### config.mk
export PLATFORM = sky130hd
export DESIGN_NAME = inst_fetch
export DESIGN_NICKNAME = d
export VERILOG_FILES = /design/src/rtl/inst_fetch_pkg.sv /design/src/rtl/inst_fetch_queue.sv /design/src/rtl/inst_fetch.sv
export SDC_FILE = /design/constraint.sdc
export NUM_CORES = 1
export LEC_CHECK = 0
export BUFFER_PORTS_ARGS = -buffer_cell sky130_fd_sc_hd__buf_4
export CORE_MARGIN = 5
export CORE_UTILIZATION = 45
export CTS_BUF_LIST = sky130_fd_sc_hd__clkbuf_8
export CTS_CLUSTER_DIAMETER = 30
export CTS_CLUSTER_SIZE = 25
export DETAILED_ROUTE_END_ITERATION = 7
export PLACE_DENSITY_LB_ADDON = 0.3
export SYNTH_ARGS = -nofsm -noshare
export SYNTH_HDL_FRONTEND = slang
export SYNTH_SLANG_ARGS = --single-unit
### constraint.sdc
create_clock -name clk -period 10.2 [get_ports clk]
set_input_delay 1.02 -clock clk [delete_from_list [all_inputs] [get_ports clk]]
set_output_delay 1.02 -clock clk [all_outputs]
set_load 0.1 [all_outputs]
### src/rtl/inst_fetch_pkg.sv
// Shared types and defaults for the instruction fetch front end.
package inst_fetch_pkg;

  localparam int INST_ADDR_W = 32;
  localparam int INST_W      = 32;

  localparam int                     DEFAULT_QUEUE_DEPTH = 2;
  localparam logic [INST_ADDR_W-1:0] DEFAULT_RESET_PC    = 32'h0000_0000;

  typedef struct packed {
    logic [INST_ADDR_W-1:0] pc;
    logic [INST_W-1:0]      inst;
  } fetch_entry_t;

  function automatic logic [INST_ADDR_W-1:0] align_word(input logic [INST_ADDR_W-1:0] addr);
    return {addr[INST_ADDR_W-1:2], 2'b00};
  endfunction

endpackage

### src/rtl/inst_fetch_queue.sv
// Synchronous FIFO of {pc, inst} pairs; flush clears occupancy and pointers.
module inst_queue
  import inst_fetch_pkg::*;
#(
  parameter int DEPTH = DEFAULT_QUEUE_DEPTH
) (
  input  logic         clk,
  input  logic         rst,
  input  logic         push,
  input  logic         pop,
  input  logic         flush,
  input  fetch_entry_t wr_data,
  output logic         full,
  output logic         empty,
  output fetch_entry_t head
);

  localparam int PW = $clog2(DEPTH);
  localparam int CW = PW + 1;
  localparam logic [CW-1:0] DEPTH_CNT = CW'(DEPTH);

  fetch_entry_t  mem [DEPTH];
  logic [PW-1:0] wr_ptr;
  logic [PW-1:0] rd_ptr;
  logic [CW-1:0] count;

  assign full  = (count == DEPTH_CNT);
  assign empty = (count == '0);
  assign head  = mem[rd_ptr];

  // Flush dominates so a redirect never lets a stale push or pop through.
  always_ff @(posedge clk or posedge rst) begin
    if (rst) begin
      wr_ptr <= '0;
      rd_ptr <= '0;
      count  <= '0;
    end else if (flush) begin
      wr_ptr <= '0;
      rd_ptr <= '0;
      count  <= '0;
    end else begin
      if (push) wr_ptr <= wr_ptr + PW'(1);
      if (pop)  rd_ptr <= rd_ptr + PW'(1);
      if (push && !pop)      count <= count + CW'(1);
      else if (pop && !push) count <= count - CW'(1);
    end
  end

  always_ff @(posedge clk) begin
    if (push && !flush) mem[wr_ptr] <= wr_data;
  end

endmodule

### src/rtl/inst_fetch.sv
// Fetch initiator: owns the PC, issues ROM reads, queues results for decode.
module inst_fetch
  import inst_fetch_pkg::*;
#(
  parameter logic [31:0] RESET_PC    = DEFAULT_RESET_PC,
  parameter int          QUEUE_DEPTH = DEFAULT_QUEUE_DEPTH
) (
  input  logic        clk,
  input  logic        rst,
  output logic        rom_ce_o,
  output logic [31:0] rom_addr_o,
  input  logic [31:0] rom_inst_i,
  input  logic        branch_flag_i,
  input  logic [31:0] branch_target_i,
  output logic        id_valid_o,
  input  logic        id_ready_i,
  output logic [31:0] id_pc_o,
  output logic [31:0] id_inst_o
);

  logic [31:0]  pc;
  logic         pop;
  logic         q_full;
  logic         q_empty;
  fetch_entry_t q_head;
  fetch_entry_t q_wr;
  logic         unused_target_bits;

  assign unused_target_bits = ^branch_target_i[1:0];

  assign id_valid_o = ~q_empty;
  assign pop        = id_valid_o & id_ready_i & ~branch_flag_i;
  // A full queue may still fetch when the head leaves in the same cycle.
  assign rom_ce_o   = ~rst & ~branch_flag_i & (~q_full | pop);
  assign rom_addr_o = rom_ce_o ? pc : 32'h0;

  assign id_pc_o    = id_valid_o ? q_head.pc   : 32'h0;
  assign id_inst_o  = id_valid_o ? q_head.inst : 32'h0;

  assign q_wr.pc    = pc;
  assign q_wr.inst  = rom_inst_i;

  always_ff @(posedge clk or posedge rst) begin
    if (rst)                pc <= RESET_PC;
    else if (branch_flag_i) pc <= align_word(branch_target_i);
    else if (rom_ce_o)      pc <= pc + 32'd4;
  end

  inst_queue #(
    .DEPTH(QUEUE_DEPTH)
  ) u_queue (
    .clk    (clk),
    .rst    (rst),
    .push   (rom_ce_o),
    .pop    (pop),
    .flush  (branch_flag_i),
    .wr_data(q_wr),
    .full   (q_full),
    .empty  (q_empty),
    .head   (q_head)
  );

endmodule

==> results.py <==
metrics = {
    "synthesis": {
        "cell_type_contributing_the_most_total_cell_area_after_synthesis": "sky130_fd_sc_hd__edfxtp_1",
        "synth.area.top_cells": "sky130_fd_sc_hd__edfxtp_1, sky130_fd_sc_hd__dfrtp_1, sky130_fd_sc_hd__mux2i_1, sky130_fd_sc_hd__nor2_1, sky130_fd_sc_hd__and2_1",
        "yosys_register_bits": 158,
        "netlist_instances": 548,
        "post-synth-top-area-fraction_pct": 53.5,
        "ys_seq_area_share_pct": 65.8,
        "netlist-cell-type-count": 44,
        "synth.yosys.warnings": 0,
        "post_synthesis_instance_area_um2": 6950,
        "avgSynthCellArea_um2": 12.7,
    },
    "detailed_routing": {
        "route.antenna.remaining_nets": 0,
        "dr_wl_cell_um": 17.7,
        "drc_viols": 0,
        "route.vias.total": 4818,
        "drt-total-wl_um": 15900,
        "pre_antenna_drt_iters": 4,
        "viasPerCell": 5.36,
        "drt-initial-drc-count": 339,
    },
    "hold_path": {
        "worstHoldPathType": "flop to flop",
        "holdPathEnd": "u_queue.mem[0][63]",
        "timing.hold.worst_path_depth": 0,
        "min-delay-start": "pc[31]",
    },
    "global_routing": {
        "grt_pass1_vias": 4997,
        "grt_first_pass_wirelength_um": 25400,
        "grt_antenna_before_repair": 0,
        "globalRouteTotalUtil_pct": 18.0,
        "overflow": 0,
        "grt_max_degree": 63,
    },
    "timing": {
        "final_period_minus_worst_setup_slack_ns": 4.92,
        "max-slew-margin-rel_pct": 39.1,
        "post-route-period-util_pct": 48.2,
        "setup_repair_after_global_routing_missed_its_margin": "false",
        "final_max_slew_viol_count": 0,
        "hold_vio_cnt_final": 0,
        "setup_viol_count_final": 0,
        "timing.fmax_ghz": 0.203,
        "worst_pin_slew_ns": 0.908,
        "fin_tns_setup_ns": 0,
        "fin_skew_ns": 0.00822,
    },
    "worst_setup_path": {
        "worst_ep_required_time_ns": 9.18,
        "timing.rr.end": "u_queue.mem[1][62]",
        "setup.reg_to_reg.worst_slack_ns": 7.03,
        "crit_path_start_kind": "primary input",
        "cp-end-kind": "primary output",
        "path_max_fanout": 37,
        "r2r-start": "u_queue.count[1]",
        "worst-setup-path-type": "primary input to primary output",
        "reg2reg_depth": 4,
        "cp.arrival_ns": 3.90,
    },
    "pwr": {
        "vdd_drop_max_v": 0.0000916,
        "power.static_leakage_uw": 0.00329,
        "power.density_cell_area_nw_per_um2": 187,
    },
    "finish": {
        "final_cell_mix": "sky130_fd_sc_hd__buf_4, sky130_fd_sc_hd__edfxtp_1, sky130_fd_sc_hd__nor2_1, sky130_fd_sc_hd__mux2i_1, sky130_fd_sc_hd__dfrtp_1",
        "n_fill_cell": 1297,
        "mostFrequentLayoutCell": "sky130_fd_sc_hd__buf_4",
        "final_layout_size_suffix_gt1_share_pct": 27.6,
        "final_core_utilization_pct": 57.2,
        "nNetsFinal": 767,
        "antennaDiodeCount": 0,
        "synth_to_layout_area_growth_pct": 25.1,
    },
    "clock_tree": {
        "cts.repair.resized": 0,
        "htree_num_levels": 4,
        "clk_pin_slew_worst_paths_ns": 0.08,
        "cts_num_sinks": 158,
        "cts_tree": "done",
        "clock_insertion_delay_worst_skew_ns": 0.44,
        "cts_root_buffer": "sky130_fd_sc_hd__clkbuf_8",
        "postCtsSetupRepairBufs": 0,
        "postCtsHoldBufs": 0,
        "clock_tree.buffer_depth": 2,
        "cts_buffers": 17,
    },
    "flow_run": {
        "drv_cap": 0,
    },
    "place": {
        "total_of_buffers_placed_on_input_and_output_ports": 159,
        "gp_congestion": 0.796,
        "detailed_place_hpwl_um": 10800,
    },
    "floorplan": {
        "floorplan.rows": 45,
        "floorplan.initialDensity_pct": 45.7,
        "die-width_um": 134,
        "chipHeight_um": 134,
        "ioPinCount": 166,
        "fp.coreArea_um2": 15200,
        "floorplan.die_area_um2": 18000,
    },
    "outcome": {
        "status": "complete, no violations",
    },
}
-- power by group --
| part | leakage, uW | internal (uW) | switching [uW] |
|---|---|---|---|
| Combinational | 0.00155 | 92.7 | 294 |
| Sequential | 0.00153 | 736 | 37.5 |
| Clock | 0.000204 | 245 | 219 |
-- how the worst max path moves through the flow --
stage                              to  cells after the start          start
floorplan           u_queue.mem[0][0]                      4            rst
finish                 rom_addr_o[10]                      6  branch_flag_i
global route           rom_addr_o[10]                      6  branch_flag_i
global placement        rom_addr_o[7]                      6  branch_flag_i
CTS                    rom_addr_o[10]                      6  branch_flag_i
detailed placement     rom_addr_o[10]                      6  branch_flag_i
-- worst max-delay path, stage by stage --
cell and delay, ns:
sky130_fd_sc_hd__buf_4 0.29, sky130_fd_sc_hd__clkinv_1 0.80, sky130_fd_sc_hd__nand3_1 0.64, sky130_fd_sc_hd__inv_1 0.52, sky130_fd_sc_hd__and2_1 0.36, sky130_fd_sc_hd__buf_4 0.23
-- metrics by stage --
stage	area [um^2]	hold slack (ns)	total power, uW	worst slack (ns)	instances
final	8700	0.531	1620	5.28	899
after global routing	8700	0.550	1690	4.98	899
after CTS	8700	0.535	1640	5.27	899
after detailed placement	8300	0.524	1180	5.28	867
after global placement	8300	0.525	1170	5.39	867
after floorplan	6970	0.440	1080	4.65	551
-- metal layers --
metal / up-vias / part of all wire, % / track usage [%]
li1: 2300 / - / -
met1: 2328 / 43 / 23.3
met2: 166 / 49 / 29.1
met3: 24 / 5.7 / 4.31
met4: 0 / 1.8 / 7.58
met5: - / 0 / 0
-- cells by family (layout without fill, tap and decap cells) --
group / Yosys count / after routing / share of synthesized area, %
AOI/OAI and AO/OA: 50 / 50 / 4.62
DFF: 158 / 158 / 65.8
other: 1 / 4 / 0.0539
adders and majority gates: 1 / 1 / 0.180
and+or+nand+nor: 219 / 219 / 15.9
xor gates and xnor gates: 12 / 12 / 1.51
buffers and inverters: 42 / 202 / 2.54
muxes: 65 / 65 / 9.37
-- layout make-up --
| cell class | instances | area (um^2) | share of cell area, % |
|---|---|---|---|
| sequential | 158 | 4580 | 52.6 |
| multi-input combinational | 351 | 2230 | 25.7 |
| timing repair buffer | 163 | 1220 | 14.1 |
| clock buffer | 18 | 248 | 2.85 |
| tap | 188 | 235 | 2.70 |
| clock inverter | 14 | 154 | 1.77 |
| inverter | 7 | 26.3 | 0.302 |
-- state kept, by name, summed over array words and instances, names as in the netlist --
signal	count
pc	30
u_queue.count	2
u_queue.mem	124
u_queue.rd_ptr	1
u_queue.wr_ptr	1
-- synth_stat cells --
cell type,n
sky130_fd_sc_hd__a211o_1,1
sky130_fd_sc_hd__a21boi_0,1
sky130_fd_sc_hd__a21oi_1,1
sky130_fd_sc_hd__a22o_1,1
sky130_fd_sc_hd__a22oi_1,1
sky130_fd_sc_hd__a31oi_1,15
sky130_fd_sc_hd__and2_1,31
sky130_fd_sc_hd__and3_1,2
sky130_fd_sc_hd__and4_1,5
sky130_fd_sc_hd__and4b_1,1
sky130_fd_sc_hd__buf_1,6
sky130_fd_sc_hd__buf_2,3
sky130_fd_sc_hd__buf_4,4
sky130_fd_sc_hd__clkbuf_1,22
sky130_fd_sc_hd__clkinv_1,1
sky130_fd_sc_hd__conb_1,1
sky130_fd_sc_hd__dfrtp_1,34
sky130_fd_sc_hd__edfxtp_1,124
sky130_fd_sc_hd__ha_1,1
sky130_fd_sc_hd__inv_1,6
sky130_fd_sc_hd__mux2_2,1
sky130_fd_sc_hd__mux2i_1,64
sky130_fd_sc_hd__nand2_1,28
sky130_fd_sc_hd__nand2b_1,1
sky130_fd_sc_hd__nand3_1,16
sky130_fd_sc_hd__nand3_2,1
sky130_fd_sc_hd__nand4_1,9
sky130_fd_sc_hd__nand4b_1,1
sky130_fd_sc_hd__nor2_1,90
sky130_fd_sc_hd__nor2b_1,2
sky130_fd_sc_hd__nor3_1,2
sky130_fd_sc_hd__nor3b_1,1
sky130_fd_sc_hd__nor4_1,2
sky130_fd_sc_hd__nor4b_1,2
sky130_fd_sc_hd__o211ai_1,2
sky130_fd_sc_hd__o21ai_0,15
sky130_fd_sc_hd__o311ai_0,2
sky130_fd_sc_hd__o31ai_1,11
sky130_fd_sc_hd__or3_1,6
sky130_fd_sc_hd__or3b_1,1
sky130_fd_sc_hd__or4_1,17
sky130_fd_sc_hd__or4b_1,1
sky130_fd_sc_hd__xnor2_1,9
sky130_fd_sc_hd__xor2_1,3
Note: power is estimated with default switching activity, not from simulation.
